### config.mk
export PLATFORM = sky130hd
export DESIGN_NAME = round_arbiter
export DESIGN_NICKNAME = d
export VERILOG_FILES = /design/src/rtl/round_arbiter.sv
export SDC_FILE = /design/constraint.sdc
export NUM_CORES = 1
export LEC_CHECK = 0
export ABC_AREA = 1
export ABC_CLOCK_PERIOD_IN_PS = 4700
export BUFFER_PORTS_ARGS = -buffer_cell sky130_fd_sc_hd__buf_2
export CORE_UTILIZATION = 49
export CTS_BUF_LIST = sky130_fd_sc_hd__clkbuf_4
export DETAILED_ROUTE_END_ITERATION = 16
export GPL_ROUTABILITY_DRIVEN = 0
export PLACE_DENSITY = 0.95
export RECOVER_POWER = 100
export SETUP_SLACK_MARGIN = 0.1
export SLEW_MARGIN = 20
export SYNTH_ARGS = -nofsm -noshare
export SYNTH_HDL_FRONTEND = slang
export SYNTH_SLANG_ARGS = --single-unit
### constraint.sdc
create_clock -name CLK -period 4.7 [get_ports CLK]
set_clock_uncertainty 0.1 [all_clocks]
set_input_delay 1.175 -clock CLK [delete_from_list [all_inputs] [get_ports CLK]]
set_output_delay 1.175 -clock CLK [all_outputs]
set_load 0.01 [all_outputs]
### src/rtl/round_arbiter.sv
// round_arbiter: shares one combinational rounder between NUM_REQ FPU
// producers. A round-robin grant picks one valid request, its operands are
// registered and presented to the rounder for a single cycle, and the rounded
// result is held until the writeback stage takes it. The dynamic rounding
// mode (rm == 3'b111) is resolved from fcsr.frm at the moment of acceptance.
module round_arbiter #(
  parameter int NUM_REQ = 2,  // 2..4; pointer and source index are 2 bits
  parameter int TAG_W   = 5
) (
  input  logic                     CLK,
  input  logic                     RST,
  input  logic [NUM_REQ-1:0]       req_valid,
  output logic [NUM_REQ-1:0]       req_ready,
  input  logic [NUM_REQ-1:0]       req_sign,
  input  logic [NUM_REQ*8-1:0]     req_exp,
  input  logic [NUM_REQ*25-1:0]    req_frac,
  input  logic [NUM_REQ*3-1:0]     req_frm,
  input  logic [NUM_REQ*TAG_W-1:0] req_tag,
  input  logic [2:0]               csr_frm,
  output logic [2:0]               rnd_frm,
  output logic                     rnd_sign,
  output logic [7:0]               rnd_exp,
  output logic [24:0]              rnd_frac,
  input  logic [31:0]              rnd_out,
  output logic                     out_valid,
  input  logic                     out_ready,
  output logic [31:0]              out_result,
  output logic [TAG_W-1:0]         out_tag,
  output logic [1:0]               out_src,
  output logic                     out_nx,
  output logic                     out_illegal
);

  typedef enum logic [1:0] {
    IDLE = 2'd0,
    BUSY = 2'd1,
    DONE = 2'd2
  } state_t;

  // Canonical quiet NaN returned when the resolved rounding mode is reserved.
  localparam logic [31:0] CANON_NAN = 32'h7FC0_0000;

  state_t state, state_nxt;

  logic [1:0]       rr_ptr;
  logic [1:0]       rr_ptr_nxt;
  logic [3:0]       valid_pad;
  logic [2:0]       cand;
  logic [1:0]       grant_idx;
  logic             grant_found;
  logic             accept_win;
  logic             accept;

  logic             sel_sign;
  logic [7:0]       sel_exp;
  logic [24:0]      sel_frac;
  logic [2:0]       sel_frm;
  logic [2:0]       sel_frm_res;
  logic [TAG_W-1:0] sel_tag;

  logic             op_sign;
  logic [7:0]       op_exp;
  logic [24:0]      op_frac;
  logic [2:0]       op_frm;
  logic [TAG_W-1:0] op_tag;
  logic [1:0]       op_src;
  logic             op_illegal;

  // Pad the valid vector to 4 bits so the rotating index is always in range.
  assign valid_pad = 4'(req_valid);

  // Round-robin search: walk offsets from far to near so the nearest valid
  // requester at or after rr_ptr is the one that sticks.
  always_comb begin
    grant_idx   = rr_ptr;
    grant_found = 1'b0;
    cand        = 3'd0;
    for (int k = NUM_REQ - 1; k >= 0; k--) begin
      cand = {1'b0, rr_ptr} + 3'(k);
      if (cand >= 3'(NUM_REQ)) begin
        cand = cand - 3'(NUM_REQ);
      end
      if (valid_pad[cand[1:0]]) begin
        grant_idx   = cand[1:0];
        grant_found = 1'b1;
      end
    end
  end

  // A new request may enter when nothing is in flight, or when the held
  // result is being taken this very cycle (back-to-back hand-over).
  assign accept_win = (state == IDLE) || ((state == DONE) && out_ready);
  assign accept     = accept_win && grant_found;

  // Pointer moves to the requester just after the one that won.
  assign rr_ptr_nxt = (grant_idx == 2'(NUM_REQ - 1)) ? 2'd0 : grant_idx + 2'd1;

  // Ready is a one-hot decode of the grant, gated only by the accept window.
  always_comb begin
    req_ready = '0;
    for (int i = 0; i < NUM_REQ; i++) begin
      req_ready[i] = accept && (grant_idx == 2'(i));
    end
  end

  // Operand mux: pick the granted requester's fields out of the packed buses.
  always_comb begin
    sel_sign = 1'b0;
    sel_exp  = 8'd0;
    sel_frac = 25'd0;
    sel_frm  = 3'd0;
    sel_tag  = '0;
    for (int i = 0; i < NUM_REQ; i++) begin
      if (grant_idx == 2'(i)) begin
        sel_sign = req_sign[i];
        sel_exp  = req_exp[8*i +: 8];
        sel_frac = req_frac[25*i +: 25];
        sel_frm  = req_frm[3*i +: 3];
        sel_tag  = req_tag[TAG_W*i +: TAG_W];
      end
    end
  end

  // Dynamic mode takes fcsr.frm as it stands in the accepting cycle only.
  assign sel_frm_res = (sel_frm == 3'b111) ? csr_frm : sel_frm;

  // Modes 101, 110 and 111 (after resolution) have no defined rounding.
  assign op_illegal = (op_frm >= 3'b101);

  // Next-state logic: BUSY always lasts exactly one cycle.
  always_comb begin
    state_nxt = state;
    case (state)
      IDLE: begin
        if (accept) begin
          state_nxt = BUSY;
        end
      end
      BUSY: begin
        state_nxt = DONE;
      end
      DONE: begin
        if (out_ready) begin
          state_nxt = accept ? BUSY : IDLE;
        end
      end
      default: begin
        state_nxt = IDLE;
      end
    endcase
  end

  // State register; reset abandons any operation in flight.
  always_ff @(posedge CLK or posedge RST) begin
    if (RST) begin
      state <= IDLE;
    end else begin
      state <= state_nxt;
    end
  end

  // Operand capture and round-robin pointer update on every accept.
  always_ff @(posedge CLK or posedge RST) begin
    if (RST) begin
      rr_ptr  <= 2'd0;
      op_sign <= 1'b0;
      op_exp  <= 8'd0;
      op_frac <= 25'd0;
      op_frm  <= 3'd0;
      op_tag  <= '0;
      op_src  <= 2'd0;
    end else if (accept) begin
      rr_ptr  <= rr_ptr_nxt;
      op_sign <= sel_sign;
      op_exp  <= sel_exp;
      op_frac <= sel_frac;
      op_frm  <= sel_frm_res;
      op_tag  <= sel_tag;
      op_src  <= grant_idx;
    end
  end

  // Result capture at the end of the BUSY cycle; held until the next one.
  always_ff @(posedge CLK or posedge RST) begin
    if (RST) begin
      out_result  <= 32'd0;
      out_tag     <= '0;
      out_src     <= 2'd0;
      out_nx      <= 1'b0;
      out_illegal <= 1'b0;
    end else if (state == BUSY) begin
      out_result  <= op_illegal ? CANON_NAN : rnd_out;
      out_tag     <= op_tag;
      out_src     <= op_src;
      out_nx      <= !op_illegal && (op_frac[1:0] != 2'b00);
      out_illegal <= op_illegal;
    end
  end

  assign rnd_sign  = op_sign;
  assign rnd_exp   = op_exp;
  assign rnd_frac  = op_frac;
  assign rnd_frm   = op_frm;
  assign out_valid = (state == DONE);

endmodule
==> results of run 1 <==
cell families (layout without fill, tap and decap cells):
group,after synthesis,count (layout),synth area share (%)
and+or+nand+nor,198,198,23.0
DFF,89,89,59.9
AOI/OAI and AO/OA,52,52,10.9
buffers and inverters,39,242,6.22
worst max path at each step:
stage                               to  depth (start not counted)      start
final                     req_ready[0]                          6  out_ready
after global routing      req_ready[0]                          6  out_ready
after CTS                 req_ready[0]                          6  out_ready
after detailed placement  req_ready[0]                          6  out_ready
after global placement    req_ready[0]                          6  out_ready
after floorplan              op_src[0]                          1        RST
cell usage after synthesis, drive strengths merged:
cell    count  area, µm²
a21oi       5       25.0
dfrtp      89       2230
nand2     142        558
o21bai      1       7.51
a22o       23        201
inv        20       75.1
o211ai      4       30.0
o21ai      10       61.3
buf        17        149
nor2       12       73.8
nand3      41        205
o22a        9       78.8
nand4       3       18.8
clkbuf      2       7.51
power by group through the flow:
stage                     logic [W]  clock network, W  registers (W)
after floorplan            0.000693                 0        0.00145
after global placement      0.00126                 0        0.00129
after detailed placement    0.00131                 0        0.00131
after CTS                   0.00132          0.000479        0.00130
after global routing        0.00135          0.000514        0.00135
final                       0.00120          0.000467        0.00131
sequential cells by signal, indices dropped and copies added, names as in the netlist, 2 cells and up:
name,count
rnd_exp,8
out_result,32
rr_ptr,2
state,2
out_src,2
op_src,2
rnd_frac,25
out_tag,5
rnd_frm,3
op_tag,5
routing by layer:
metal	up-vias	wire length, µm	track usage [%]
met5	-	0	0
met4	0	165	11.8
met3	19	759	4.71
met2	194	4940	42.7
met1	1609	3730	26.7
li1	1642	-	-
cell type report:
type / count / area, µm² / area share, %
clock buffers: 9 / 67.6 / 1.42
repair buffers: 207 / 932 / 19.6
inverters: 20 / 76.3 / 1.61
flip-flops and latches: 89 / 2230 / 46.9
well taps: 99 / 124 / 2.61
multi-input cells: 250 / 1230 / 25.9
clock inverters: 6 / 90.1 / 1.90
per-stage QoR:
stage | hold slack [ps] | instances | util, % | total power (W) | setup slack (ps)
2_1_floorplan | 349 | 378 | - | 0.00214 | 1120
3_3_place_gp | 356 | 665 | 64.9 | 0.00255 | 1270
3_5_place_dp | 372 | 665 | 64.9 | 0.00263 | 1230
4_1_cts | 406 | 680 | 67.0 | 0.00310 | 1220
5_1_grt | 421 | 680 | 65.1 | 0.00322 | 974
6_report | 402 | 680 | 65.1 | 0.00298 | 1110
==> impl_results.md, run 1 <==
* Syn Nets at 502
* Net switching power at 0.00120 W
* Status: finished with violations
* Setup Fix Bufs, Post-CTS at 0
* Min-Delay Path Class: register to register
* Delay-heaviest family, CP: simple AND/OR/NAND/NOR gates
* Max Root-Sink Buffers at 2
* CP max FO at 45
* Max cap viols at 3
* Crit path cell chain: buf_2, nor2_1, nor2_1, nand2_4, nor2_1, clkbuf_1
* DIE AREA at 7940 µm²
* Core outline area at 7290 µm²
* Most frequent cells in the layout: nand2_1 (138), buf_2 (123), dfrtp_1 (89)
* Critical Path Sink Type: output port
* Layout fillers at 640
* Cell Area, Placed at 4730 µm²
* WP data arrival at 2310 ps
* Reg2reg end: rnd_frac[19]
* Leak at 2.40 nW
* Max Slew Vio Count at 136
* Seq pwr share at 43.9%
* Reg-to-Reg Start: state[1]
* First-pass GRT wire length at 14.2 mm
* Post-Syn Instances at 378
* WS Path Type: primary input to output port
* Placement Rows at 31
* Relative slew slack at -51.1%
* Iter 0 DRT Violations at 139
* Internal power at 0.00178 W
* Clock-pin slew on the worst setup and hold paths at 130 ps
* Clk Latency, worst-skew pair at 410 ps
* Power density cells at 628 nW/µm²
* RSZ-0062 raised after global routing: no
* Flops & latches, synth at 89
* Avg WL per Cell at 14.1 µm
* Clk sink count at 89
* Failing checks: capacitance limit, slew limit
* Starting Density at 51.0%
* Setup_tns at 0 ps
* Reg2reg path depth at 8
* Root buffer cell: clkbuf_4
* Final hold viol count at 0
* Vias in the first global route at 3287
* Final Cell Area at 4750 µm²
* Clock share of power at 15.7%
* Sw frac at 40.2%
* Slowest stage delay, CP at 310 ps
* Dpl hpwl at 7.21 mm
* Syn Area/Cell at 9.84 µm²
* Crit start category: primary input
* Most common cell after layout, fill and taps aside: nand2_1
* Period minus WS final at 3590 ps
* Netlist cell types at 24
* Vias at 3464
* Number of top-level pins at 205
* Maximum clock frequency at 279 MHz
* Die boundary width at 89.1 µm
* Die Ht at 89.1 µm
* Nets at 701
* Hold depth at 1
* Remaining DRCs at 0
* Sequential share of the synthesized area at 59.9%
* CTS tree: built
* Setup slack on the worst flop-to-flop path at 1680 ps
* Share of layout cells above drive strength 1 at 25.5%
* Hold EP: state[1]
* Worst Path Required at 3420 ps
* Num CTS Buffers at 9
* Mapped cell area at 3720 µm²
* Grt ovf at 0
* # hold bufs at CTS at 0
* Port bufs at 204
* Hold path start: state[1]
* Slowest CP cell: nand2_4
* Drt pass-1 iters at 5
* Crit path top cell by count: nor2_1
* Vias per inst at 5.09
* Setup-failing EPs final at 0
* Post-route ant nets at 0
* Final Cycle Share at 76.3%
* Max rail drop VDD at 0.000337 V
* H-tree levels at 3
* Initial antenna violation count at 0
* Critical path buffers and inverters at 2
* Combinational share of power at 40.4%
* Global Route Usage Sum at 23.7%
* CTS-repair resized insts at 0
* Syn. warnings at 0
* Drt total wl at 9.59 mm
* Largest net degree at the start of global routing at 54
* Slew @ Worst Pin at 2250 ps
* Area delta synth->final at 27.7%
* Diode count at 0
Note: power is estimated with default switching activity, not from simulation.
==> run 2: changes to the inputs <==
- ABC_AREA: 1 -> 0
- ABC_CLOCK_PERIOD_IN_PS: 4700 -> 2950
- CORE_UTILIZATION: 49 -> 41
- PLACE_DENSITY: 0.95 -> 0.88
- clock period: 4.7 -> 2.95 ns (I/O delays scaled with it)
==> impl_results.md, run 2 <==
* Setup-failing EPs final at 0
* Grt ovf at 0
* Clk sink count at 89
* Max Slew Vio Count at 0
* Core outline area at 8260 µm²
* Placed instance count at 577
* Sequential share of the synthesized area at 63.5%
* Syn Nets at 410
* WP data arrival at 1590 ps
* Top cells by area, synth: dfrtp_1 (64%), a222oi_1 (11%), a22o_1 (6.0%), inv_1 (4.7%), nand2_1 (2.8%)
* CP max FO at 3
* Cell accounting for the most synthesized area: dfrtp_1
* Reg2reg end: rnd_frac[2]
* Power, Total at 0.00479 W
* Cell Area, Placed at 4600 µm²
* Avg WL per Cell at 15.6 µm
* Final Cycle Share at 82.3%
* Nets at 607
* Port bufs at 204
* Clk Latency, worst-skew pair at 420 ps
* CTS-repair resized insts at 0
* Global Route Usage Sum at 20.2%
* Worst Path Required at 2110 ps
* Num CTS Buffers at 9
* Relative slew slack at 3.45%
* Largest register FFs at 32
* Number of synthesized flops with an enable pin at 0
* Final hold viol count at 0
* WS Path Type: primary input to output port
* Dpl hpwl at 6.67 mm
* Share of layout cells above drive strength 1 at 29.9%
* RSZ-0062 raised after global routing: no
* Min-Delay Path Class: primary input to asynchronous set/reset pin
* Top FF cell, synth: dfrtp_1
* First-pass GRT wire length at 13.6 mm
* Flops & latches, synth at 89
* Power density cells at 1030 nW/µm²
* Critical Path Sink Type: output port
* H-tree levels at 3
* Setup_tns at 0 ps
* Final Cell Area at 4650 µm²
* Diode count at 0
* Slew @ Worst Pin at 1430 ps
* Die Ht at 94.5 µm
* Root buffer cell: clkbuf_4
* Finished Layout Cells at 593
* Reg-to-Reg Start: rr_ptr[0]
* Drt total wl at 9.24 mm
* Clock-pin slew on the worst setup and hold paths at 140 ps
* Mapped cell area at 3510 µm²
* Placement Rows at 33
* Leak at 2.40 nW
* Drt pass-1 iters at 6
* Post-route ant nets at 0
* Post-Syn Instances at 286
* Remaining DRCs at 0
* CTS tree: built
* Vias at 3169
* Syn Area/Cell at 12.3 µm²
* Max Root-Sink Buffers at 2
* Fraction of registers with async set/reset at 100%
* Initial antenna violation count at 0
* Crit start category: primary input
* Setup slack on the worst flop-to-flop path at 620 ps
* Number of top-level pins at 205
* Most frequent cells in the layout: buf_2 (123), dfrtp_1 (89), clkbuf_1 (82)
* Largest net degree at the start of global routing at 90
* Vias in the first global route at 2975
* Setup Fix Bufs, Post-CTS at 0
* Min Hold Slack at 348 ps
* Top cell type's share of synthesized area at 63.5%
* Biggest register: out_result
* Synth cell count leaders: dfrtp_1 (89), inv_1 (44), a222oi_1 (39)
* # hold bufs at CTS at 0
* Max cap viols at 0
* Maximum clock frequency at 412 MHz
* Iter 0 DRT Violations at 244
* Status: finished, final reports clean
* Die boundary width at 94.5 µm
* Syn. warnings at 0
* Met3 usage at 6.20%
* M2 GR Usage at 36.4%
* DIE AREA at 8920 µm²
* Vias per inst at 5.34
* Starting Density at 42.5%
* Most common cell after layout, fill and taps aside: buf_2
* Reg2reg path depth at 5
* Cell with the most instances after synthesis: dfrtp_1
* Netlist cell types at 23
* Grt met1 use at 23.3%
* GRT busiest layer: met2
* Period minus WS final at 2430 ps
* Max rail drop VDD at 0.000412 V
* Area delta synth->final at 32.7%
## run 2: layout make-up
type / instances / area (µm²)
clock buffers: 9 / 67.6
clock inverters: 7 / 101
fillers: 750 / 3610
inverters: 44 / 166
multi-input cells: 130 / 978
flip-flops and latches: 89 / 2230
well taps: 105 / 131
repair buffers: 209 / 978
## run 2: power breakdown
part           internal (W)  switching [W]
Clock              0.000351       0.000419
Sequential          0.00177       0.000320
Combinational      0.000803        0.00113
## run 2: per-stage QoR
step           worst slack (ps)  utilization [%]
2_1_floorplan               692                -
3_3_place_gp                413             55.7
3_5_place_dp                407             55.7
4_1_cts                     400             57.7
5_1_grt                     376             56.3
6_report                    522             56.3
## run 2: routing by layer
metal / vias up / part of all wire, %
met3: 7 / 8.6
li1: 1452 / -
met5: - / 0
met4: 0 / 0.79
met2: 180 / 49
met1: 1530 / 42
## run 2: critical path, stage by stage
cell	delay, ps
buf_2	80
inv_1	40
a21oi_1	250
and3_1	300
clkbuf_1	190
## run 2: worst max-delay path by stage
stage	from	to	depth (start not counted)
2_1_floorplan	out_ready	req_ready[1]	5
3_3_place_gp	out_ready	req_ready[1]	5
3_5_place_dp	out_ready	req_ready[1]	5
4_1_cts	out_ready	req_ready[1]	5
5_1_grt	rr_ptr[0]	rnd_frac[2]	5
6_report	out_ready	req_ready[1]	5
## run 2: cell families after synthesis
logic type,Yosys count,synth area share [%]
compound gates,88,22.4
buf+inv,67,8.64
flops,89,63.5
simple gates,42,5.46
